**src/rtl/rv32im_dmem_ctrl.sv**
```systemverilog
// -----------------------------------------------------------------------------
// rv32im_dmem_ctrl
//   Data-memory bus controller sitting between rv32im_lsu and the data bus.
//   Takes one load/store at a time, registers it, checks alignment, drives a
//   req/ack handshake (with optional timeout) and returns the raw aligned read
//   word to the LSU, which does its own sign/zero extraction.
//
// Ports
//   clk_i, rst_n_i        clock, asynchronous active-low reset
//   req_*                 LSU request (valid/ready, we, size, addr, wdata)
//   busy_o                pipeline stall, high whenever not IDLE
//   rsp_*                 one-cycle response pulse + held rdata/err/misalign
//   mem_*                 memory side: req/we/addr/be/wdata out, ack/rdata/err in
//
// rv32im_dmem_ctrl_lane
//   One byte lane of the write path: picks the store byte that lands in this
//   lane and decides whether the lane is enabled.
// -----------------------------------------------------------------------------

module rv32im_dmem_ctrl_lane #(
    parameter int unsigned LANE = 0
) (
    input  logic [1:0]  size,
    input  logic [1:0]  addr_lo,
    input  logic [31:0] wdata,
    output logic        lane_be,
    output logic [7:0]  lane_data
);
    localparam logic [1:0] LANE_IDX  = 2'(LANE);
    localparam int unsigned HALF_SEL = LANE % 2;

    always_comb begin
        lane_be   = 1'b0;
        lane_data = wdata[8*LANE +: 8];
        case (size)
            2'b00: begin
                // byte replicated to every lane, only the addressed one enabled
                lane_data = wdata[7:0];
                lane_be   = (addr_lo == LANE_IDX);
            end
            2'b01: begin
                // half replicated to both halves; only aligned halves reach the bus
                lane_data = wdata[8*HALF_SEL +: 8];
                lane_be   = (addr_lo[1] == LANE_IDX[1]);
            end
            2'b10: begin
                lane_be = 1'b1;
            end
            default: begin
                lane_be = 1'b0;
            end
        endcase
    end
endmodule

module rv32im_dmem_ctrl #(
    parameter int unsigned DATA_WIDTH     = 32,
    parameter int unsigned TIMEOUT_CYCLES = 255,
    parameter int unsigned TMO_W          = 8
) (
    input  logic                  clk_i,
    input  logic                  rst_n_i,
    // LSU request
    input  logic                  req_valid_i,
    output logic                  req_ready_o,
    input  logic                  req_we_i,
    input  logic [1:0]            req_size_i,
    input  logic [DATA_WIDTH-1:0] req_addr_i,
    input  logic [DATA_WIDTH-1:0] req_wdata_i,
    // pipeline / response
    output logic                  busy_o,
    output logic                  rsp_valid_o,
    output logic [DATA_WIDTH-1:0] rsp_rdata_o,
    output logic                  rsp_err_o,
    output logic                  rsp_misalign_o,
    // memory bus
    output logic                  mem_req_o,
    output logic                  mem_we_o,
    output logic [DATA_WIDTH-1:0] mem_addr_o,
    output logic [3:0]            mem_be_o,
    output logic [DATA_WIDTH-1:0] mem_wdata_o,
    input  logic                  mem_ack_i,
    input  logic [DATA_WIDTH-1:0] mem_rdata_i,
    input  logic                  mem_err_i
);
    localparam int unsigned NUM_LANES = 4;
    localparam int unsigned VEC_W     = 8;
    // Count value on the last allowed wait cycle; unused when timeout is off.
    localparam int unsigned TMO_LAST   = (TIMEOUT_CYCLES == 0) ? 0 : TIMEOUT_CYCLES - 1;
    localparam logic [TMO_W-1:0] TMO_LAST_V = TMO_W'(TMO_LAST);
    localparam bit TMO_EN = (TIMEOUT_CYCLES != 0);

    typedef enum logic [1:0] {S_IDLE, S_BUS, S_RESP} state_t;

    typedef struct packed {
        logic                  we;
        logic [1:0]            size;
        logic [DATA_WIDTH-1:0] addr;
        logic [DATA_WIDTH-1:0] wdata;
    } req_t;

    state_t                            state, state_nxt;
    req_t                              req_q;
    logic [TMO_W-1:0]                  tmo_cnt;
    logic                              in_misalign;
    logic                              tmo_hit;
    logic                              in_bus;
    logic [DATA_WIDTH-1:0]             rsp_rdata_q;
    logic                              rsp_err_q;
    logic                              rsp_misalign_q;
    logic [NUM_LANES-1:0]              lane_be;
    logic [NUM_LANES-1:0][VEC_W-1:0]   lane_data;

    // Alignment check on the incoming request; size 11 is always rejected.
    always_comb begin
        case (req_size_i)
            2'b00:   in_misalign = 1'b0;
            2'b01:   in_misalign = req_addr_i[0];
            2'b10:   in_misalign = |req_addr_i[1:0];
            default: in_misalign = 1'b1;
        endcase
    end

    assign tmo_hit = TMO_EN && (tmo_cnt == TMO_LAST_V);

    // ---------------- FSM: state register ----------------
    always_ff @(posedge clk_i or negedge rst_n_i) begin
        if (!rst_n_i) state <= S_IDLE;
        else          state <= state_nxt;
    end

    // ---------------- FSM: next state ----------------
    always_comb begin
        state_nxt = state;
        case (state)
            S_IDLE: if (req_valid_i) state_nxt = in_misalign ? S_RESP : S_BUS;
            // an ack on the limit cycle still counts as normal completion
            S_BUS:  if (mem_ack_i || tmo_hit) state_nxt = S_RESP;
            S_RESP: state_nxt = S_IDLE;
            default: state_nxt = S_IDLE;
        endcase
    end

    // ---------------- FSM: outputs ----------------
    // Decoded straight from state so an async reset drops mem_req_o at once.
    always_comb begin
        req_ready_o = 1'b0;
        busy_o      = 1'b1;
        rsp_valid_o = 1'b0;
        in_bus      = 1'b0;
        case (state)
            S_IDLE: begin req_ready_o = 1'b1; busy_o = 1'b0; end
            S_BUS:  in_bus = 1'b1;
            S_RESP: rsp_valid_o = 1'b1;
            default: busy_o = 1'b1;
        endcase
    end

    // ---------------- request / response registers ----------------
    always_ff @(posedge clk_i or negedge rst_n_i) begin
        if (!rst_n_i) begin
            req_q          <= '0;
            tmo_cnt        <= '0;
            rsp_rdata_q    <= '0;
            rsp_err_q      <= 1'b0;
            rsp_misalign_q <= 1'b0;
        end else begin
            case (state)
                S_IDLE: begin
                    if (req_valid_i) begin
                        req_q   <= '{we: req_we_i, size: req_size_i,
                                     addr: req_addr_i, wdata: req_wdata_i};
                        tmo_cnt <= '0;
                        if (in_misalign) begin
                            rsp_rdata_q    <= '0;
                            rsp_err_q      <= 1'b0;
                            rsp_misalign_q <= 1'b1;
                        end
                    end
                end
                S_BUS: begin
                    if (mem_ack_i) begin
                        rsp_rdata_q    <= req_q.we ? '0 : mem_rdata_i;
                        rsp_err_q      <= mem_err_i;
                        rsp_misalign_q <= 1'b0;
                    end else if (tmo_hit) begin
                        rsp_rdata_q    <= '0;
                        rsp_err_q      <= 1'b1;
                        rsp_misalign_q <= 1'b0;
                    end else begin
                        tmo_cnt <= tmo_cnt + 1'b1;
                    end
                end
                default: ;
            endcase
        end
    end

    // ---------------- write path lanes ----------------
    for (genvar g = 0; g < NUM_LANES; g++) begin : g_lane
        rv32im_dmem_ctrl_lane #(.LANE(g)) u_lane (
            .size      (req_q.size),
            .addr_lo   (req_q.addr[1:0]),
            .wdata     (req_q.wdata[31:0]),
            .lane_be   (lane_be[g]),
            .lane_data (lane_data[g])
        );
    end

    // Bus outputs are only driven in BUS and come from the registered request,
    // so they stay stable for the whole handshake.
    assign mem_req_o   = in_bus;
    assign mem_we_o    = in_bus & req_q.we;
    assign mem_addr_o  = in_bus ? {req_q.addr[DATA_WIDTH-1:2], 2'b00} : '0;
    assign mem_be_o    = in_bus ? lane_be : 4'b0000;
    assign mem_wdata_o = in_bus ? DATA_WIDTH'(lane_data) : '0;

    assign rsp_rdata_o    = rsp_rdata_q;
    assign rsp_err_o      = rsp_err_q;
    assign rsp_misalign_o = rsp_misalign_q;

endmodule

```
**config.mk**
```make
export PLATFORM = sky130hd
export DESIGN_NAME = rv32im_dmem_ctrl
export DESIGN_NICKNAME = d
export VERILOG_FILES = /design/src/rtl/rv32im_dmem_ctrl.sv
export SDC_FILE = /design/constraint.sdc
export NUM_CORES = 1
export LEC_CHECK = 0
export BUFFER_PORTS_ARGS = -buffer_cell sky130_fd_sc_hd__buf_2
export CORE_MARGIN = 8
export CORE_UTILIZATION = 43
export DETAILED_ROUTE_END_ITERATION = 12
export PLACE_DENSITY = 0.74
export SKIP_LAST_GASP = 1
export SLEW_MARGIN = 10
export SYNTH_ARGS = -nofsm -noshare
export SYNTH_HDL_FRONTEND = slang
export SYNTH_SLANG_ARGS = --single-unit
```
**constraint.sdc**
```tcl
create_clock -name clk_i -period 3.45 [get_ports clk_i]
set_input_delay 0.5175 -clock clk_i [delete_from_list [all_inputs] [get_ports clk_i]]
set_output_delay 0.5175 -clock clk_i [all_outputs]
set_load 0.02 [all_outputs]
```
==> impl_results.md, run 1 <==
* Crit path DAT at 2.06 ns
* Layout Area Growth over Synthesis at 26.5%
* Mapped Cells at 568
* Synthesis-stage register bit count at 111
* Max cap viols at 0
* CTS tree: yes
* Leak pwr at 3.67 nW
* Final HPWL DP at 10.5 mm
* Worst slew margin at 41.1%
* Post-CTS Setup Inserts at 0
* Final Critical Period at 2.58 ns
* M1 WL at 6.30 mm
* IO Pins at 211
* Max layer used: met4
* Ys flop type: dfrtp_1
* Placement Setup Slack at 1.14 ns
* Core Area at 11800 sq um
* ANT cells at 0
* CP Launch Type: flip-flop
* Number of distinct library cells after synthesis at 36
* Die extent in y at 125 um
* Full die area at 15700 sq um
* Peak VDD IR at 503 uV
* Setup ws final at 0.873 ns
* Met2 WL at 6.71 mm
* H-tree levels at 3
* R2R setup slack at 1.17 ns
* Fmax achieved at 388 MHz
* Hold buffers post-CTS at 0
* Finished Cell Area at 6490 sq um
* GRT overflow at 0
* CTS buffer count at 9
* Final ANT Viol Nets at 0
* Met3 WL at 1.25 mm
* Worst Tran Pin Value at 0.883 ns
* Sequential share of the synthesized area at 54.1%
* Clock Pin Slew Worst Setup and Hold Paths at 0.07 ns
* Status: finished, final reports clean
* Crit. End Element: output pin
* Placed Instance Area at 6220 sq um
* 1st-iter DRT viols at 341
* CTS sink cnt at 111
* Net count, final at 862
* Crit Path Class: flip-flop to output pin
* Final routed DRC violation total at 0
* Yosys warning total at 0
* Fin crit share at 74.7%
* Initial antenna violation count at 0
* Vias in the first global route at 4736
* Setup_tns at 0 ns
* RSZ-0062 raised after global routing: no
* Synthesized area per cell at 9.03 sq um
* Via-to-Cell Ratio at 5.08
* Post-CTS sizing at 0
* GPL Wtd Cong at 0.826
* Initial core utilization at 43.4%
* First-pass GRT wire length at 23.8 mm
* Clock skew at 0.00491 ns
* Most common cell after layout, fill and taps aside: nand2_1
* Drt wl/cell at 15.9 um
* Pwr/cell area at 909 nW/um^2
* Cell Area, Synth at 5130 sq um
* DR vias at 4613
* DRT Pass-1 Iters at 5
* IO Port Bufs at 208
* Final Max Tran Viols at 0
* Hold Crit Class: primary input to asynchronous set/reset pin
* Largest net degree at the start of global routing at 66
* Setup violations, final at 0
* Total Routing Usage GR at 18.4%
* Ys async rst share at 100%
* Commonest cells after routing, fill and taps aside: nand2_1, buf_2, dfrtp_1, and2_1
* Horiz. Die Dim at 125 um
* Critical Path RT at 2.93 ns
* CTS Root Cell: clkbuf_16
* Max FO, Critical Path at 22
* Placement row count at 40
* Routed WL at 14.4 mm
* Worst skew pair latency at 0.34 ns
* CTS Buffer Depth at 2
* Share of layout cells above drive strength 1 at 31.0%
* Post-synth EDFFs at 0
* Hold Vio Cnt, Final at 0
[final timing paths]
check | from | end | cells after the start
setup / recovery | req_q[64]$_DFFE_PN0P_ | mem_wdata_o[9] | 4
hold / removal | rst_n_i | rsp_rdata_o[3]$_DFFE_PN0P_ | 1
min in group clk_i | req_addr_i[22] | req_q[54]$_DFFE_PN0P_ | 3
max in group asynchronous | rst_n_i | req_q[24]$_DFFE_PN0P_ | 2
hold reg to reg | req_q[38]$_DFFE_PN0P_ | req_q[38]$_DFFE_PN0P_ | 2
setup reg to reg | state[0]$_DFFE_PN0P_ | rsp_rdata_o[25]$_DFFE_PN0P_ | 6
[synth_stat cells, types with 2 or more instances]
cell type / instances / area (sq um)
buf_2: 16 / 80.1
and2_1: 40 / 250
nor2_1: 32 / 120
buf_4: 2 / 15.0
o21ai_0: 22 / 110
a21oi_1: 25 / 125
o2bb2ai_1: 2 / 17.5
clkbuf_1: 14 / 52.6
nand2b_1: 3 / 18.8
inv_1: 7 / 26.3
dfrtp_1: 111 / 2780
nand3_1: 4 / 20.0
a22o_1: 32 / 280
nand2_1: 213 / 800
ha_1: 2 / 25.0
o31ai_1: 2 / 15.0
or3_1: 2 / 12.5
buf_1: 2 / 7.51
mux2i_1: 16 / 160
buf_6: 4 / 45.0
or4_1: 2 / 15.0
[worst max-delay path: stages (launching register included)]
cell and delay [ns]:
dfrtp_1 0.67, nor2_1 0.52, nand2_1 0.11, a21oi_1 0.21
buf_2 0.21
[report_power, final]
group          internal [mW]  switching [mW]  total [mW]
combinational          0.923            1.72        2.64
clock                  0.491           0.469       0.961
sequential              1.87           0.428        2.29
total                   3.28            2.62        5.90
[cells by family after synthesis]
group / Yosys count / synth area share (%)
other: 1 / 0.0731
multiplexers: 16 / 3.12
adder cells (fa/ha/maj): 2 / 0.488
AO/OA/AOI/OAI: 90 / 12.4
flip-flops: 111 / 54.1
AND/OR/NAND/NOR: 302 / 25.2
buffers and inverters: 46 / 4.59
[layout make-up]
type / instances / area, sq um
clock inverters: 5 / 35.0
multi-input cells: 412 / 2140
flip-flops and latches: 111 / 2780
repair buffers: 214 / 1090
well taps: 147 / 184
inverters: 8 / 35.0
clock buffers: 11 / 233
fillers: 1106 / 5320
[registers in the layout, summed over array words and instances (netlist names)]
signal / flops
state: 2
rsp_err_o: 1
rsp_misalign_o: 1
req_q: 67
rsp_rdata_o: 32
tmo_cnt: 8
[per-stage QoR]
step / hold WS, ns / instances / util, % / total power [mW]
final: 0.195 / 908 / 54.9 / 5.90
after global routing: 0.250 / 908 / 54.9 / 6.34
after CTS: 0.216 / 908 / 54.9 / 5.96
after detailed placement: 0.454 / 892 / 52.6 / 4.98
after global placement: 0.449 / 892 / 52.6 / 4.88
after floorplan: 0.222 / 569 / - / 4.12
[metal layers]
metal | vias to the layer above | track usage [%]
li1 | 2223 | -
met1 | 2197 | 23.0
met2 | 178 | 29.2
met3 | 15 | 6.12
met4 | 0 | 6.02
met5 | - | 0
(Power assumes the default switching activity.)
==> inputs of run 2 (changes only) <==
--- a/config.mk
+++ b/config.mk
@@ -5,11 +5,12 @@
 export SDC_FILE = /design/constraint.sdc
 export NUM_CORES = 1
 export LEC_CHECK = 0
+export ABC_AREA = 1
 export BUFFER_PORTS_ARGS = -buffer_cell sky130_fd_sc_hd__buf_2
 export CORE_MARGIN = 8
 export CORE_UTILIZATION = 43
 export DETAILED_ROUTE_END_ITERATION = 12
-export PLACE_DENSITY = 0.74
+export PLACE_DENSITY = 0.76
 export SKIP_LAST_GASP = 1
 export SLEW_MARGIN = 10
 export SYNTH_ARGS = -nofsm -noshare
==> constraint.sdc (replaced) <==
create_clock -name clk_i -period 2.3 [get_ports clk_i]
set_input_delay 0.345 -clock clk_i [delete_from_list [all_inputs] [get_ports clk_i]]
set_output_delay 0.345 -clock clk_i [all_outputs]
set_load 0.02 [all_outputs]
==> run 2 against run 1 <==
Area after synthesis rose by 0.20%. Critical path depth up 2. Count of clock-buffer cells in the layout shrank 1. Cell area rose by 2.6%. Register-to-register slack worse by 0.78 ns. Core utilization up 1.2 points. Critical endpoint is now mem_be_o[0].
==> impl_results.md, run 2 <==
* Cell accounting for the most synthesized area: dfrtp_1
* First-pass GRT wire length at 23.6 mm
* Final Critical Period at 2.14 ns
* Worst slew margin at 53.3%
* DR vias at 4658
* Top cell type's share of synthesized area at 54.0%
* WHS Path Cells at 3
* Fmax achieved at 467 MHz
* Post-synth EDFFs at 0
* Clock skew at 0.00813 ns
* Setup_tns at 0 ns
* Worst skew pair latency at 0.35 ns
* Mapped Cells at 629
* Placement row count at 40
* CTS buffer count at 9
* Critical path's top delay family: buffers and inverters
* Core Util, Final at 56.1%
* GRT overflow at 0
* Final ANT Viol Nets at 0
* CTS sink cnt at 111
* Largest net degree at the start of global routing at 91
* Via-to-Cell Ratio at 4.76
* Die extent in y at 125 um
* Critical-path cell list: inv_2 > nand2_2 > clkinvlp_4 > o21ai_0 > inv_1 > buf_2
* Final HPWL DP at 10.9 mm
* IO Port Bufs at 208
* Worst Tran Pin Value at 0.698 ns
* Crit path DAT at 1.80 ns
* Status: finished, final reports clean
* Switching share of power at 42.5%
* Synthesized area per cell at 8.17 sq um
* Fill count at 1096
* Max FO, Critical Path at 17
* Routed WL at 14.5 mm
* Most common cell after layout, fill and taps aside: buf_2
* Clock Pin Slew Worst Setup and Hold Paths at 0.08 ns
* Fin crit share at 93.1%
* CTS Root Cell: clkbuf_16
* Setup ws final at 0.158 ns
* Largest reg by FF count: req_q
* Horiz. Die Dim at 125 um
* Initial antenna violation count at 1
* Finished Cell Area at 6660 sq um
* Yosys warning total at 0
* Clock power frac at 20.3%
* Net count, final at 931
* Cells on worst reg2reg path at 8
* Final Max Tran Viols at 0
* Max cap viols at 0
* CTS Buffer Depth at 2
* Crit Path Class: flip-flop to output pin
* Ys flop type: dfrtp_1
* Setup violations, final at 0
* Synth area leaders: dfrtp_1, nand2_1, nor2_1
* CP max-delay cell: dfrtp_1
* RSZ-0062 raised after global routing: no
* Synthesis-stage register bit count at 111
* CP Launch Type: flip-flop
* Drt wl/cell at 14.8 um
* Critical Path RT at 1.96 ns
* Post-CTS Setup Inserts at 0
* 1st-iter DRT viols at 196
* Peak VDD IR at 815 uV
* Full die area at 15700 sq um
* Vias in the first global route at 4706
* Internal power at 4.75 mW
* Logic pwr share at 42.8%
* Layout Area Growth over Synthesis at 29.6%
* GPL Wtd Cong at 0.834
* Hold Crit Class: primary input to flip-flop
* H-tree levels at 3
* Switching pwr at 3.50 mW
* Max reg flops at 67
* Crit-path max cell delay at 0.44 ns
* Placement Setup Slack at 0.374 ns
* Initial core utilization at 43.3%
* Total Routing Usage GR at 18.5%
* Core Area at 11900 sq um
* Crit. End Element: output pin
* Top-count cell post-synth: nand2_1
* Number of distinct library cells after synthesis at 26
* Final routed DRC violation total at 0
* IO Pins at 211
* Ys async rst share at 100%
* Total power at 8.25 mW
* Pwr/cell area at 1240 nW/um^2
* Cell Area, Synth at 5140 sq um
* Sequential Power Share at 36.9%
* DRT Pass-1 Iters at 4
* Placed Instance Area at 6310 sq um
* Worst path depth at 6
* Hold Vio Cnt, Final at 0
* Buf+Inv Stages, Crit Path at 4
* Leak pwr at 3.90 nW
* Post-synth top cells: nand2_1, nor2_1, dfrtp_1, a21oi_1, inv_1
* Sequential share of the synthesized area at 54.0%
* Share of layout cells above drive strength 1 at 32.5%
* CTS tree: yes
* Commonest cells after routing, fill and taps aside: buf_2, nand2_1, nor2_1, dfrtp_1, a21oi_1
-- run 2: worst paths after layout --
kind / start / to / slack, ns
min in group asynchronous: rst_n_i / req_q[34]$_DFFE_PN0P_ / 0.52
setup / recovery: state[1]$_DFFE_PN0P_ / mem_be_o[0] / 0.16
setup reg to reg: state[1]$_DFFE_PN0P_ / rsp_rdata_o[19]$_DFFE_PN0P_ / 0.39
hold / removal: mem_rdata_i[12] / rsp_rdata_o[12]$_DFFE_PN0P_ / 0.18
max in group asynchronous: rst_n_i / req_q[30]$_DFFE_PN0P_ / 1.17
hold reg to reg: rsp_rdata_o[2]$_DFFE_PN0P_ / rsp_rdata_o[2]$_DFFE_PN0P_ / 0.47
-- run 2: cell type report --
type | count | area [sq um] | share of cell area [%]
Timing Repair Buffer | 217 | 1160 | 17.5
Clock inverter | 6 | 88.8 | 1.33
Multi-Input combinational cell | 414 | 1930 | 29.0
Clock buffer | 10 | 239 | 3.59
Sequential cell | 111 | 2780 | 41.7
Inverter | 72 | 274 | 4.11
Antenna cell | 1 | 2.50 | 0.0376
Tap cell | 147 | 184 | 2.76
-- run 2: worst min-delay path, delay by kind of cell --
family,cells,cell delay [ns]
simple gates,2,0.09
buf+inv,1,0.07
-- run 2: repair_timing --
| action | 4_1_cts | 5_1_grt |
|---|---|---|
| hold buffers | 1 | 0 |
| hold endpoints to repair | 33 | 0 |
| setup endpoints to repair | 0 | 11 |
| gates resized for setup | 0 | 2 |
-- run 2: kinds of logic after synthesis --
| family | Yosys count | synth area share (%) |
|---|---|---|
| AND/OR/NAND/NOR | 290 | 22.8 |
| other | 1 | 0.0730 |
| adder cells (fa/ha/maj) | 2 | 0.487 |
| multiplexers | 17 | 3.72 |
| AO/OA/AOI/OAI | 103 | 10.2 |
| buffers and inverters | 105 | 8.71 |
| flip-flops | 111 | 54.0 |
-- run 2: power groups by stage --
stage	Combinational (mW)	Clock (mW)	Sequential [mW]
2_1_floorplan	2.40	0	3.11
3_3_place_gp	3.51	0	3.06
3_5_place_dp	3.56	0	3.08
4_1_cts	3.57	1.72	3.05
5_1_grt	3.95	1.80	3.13
6_report	3.53	1.67	3.05
-- run 2: per-stage QoR --
stage | hold WS (ns) | std cells
after floorplan | 0.0494 | 630
after global placement | 0.383 | 960
after detailed placement | 0.381 | 960
after CTS | 0.170 | 977
after global routing | 0.171 | 978
final | 0.183 | 978
-- run 2: routing by layer --
metal,global-route usage (%),wire (um)
met1,21.4,5890
met2,31.1,7210
met3,7.78,1180
met4,4.73,199
met5,0,0
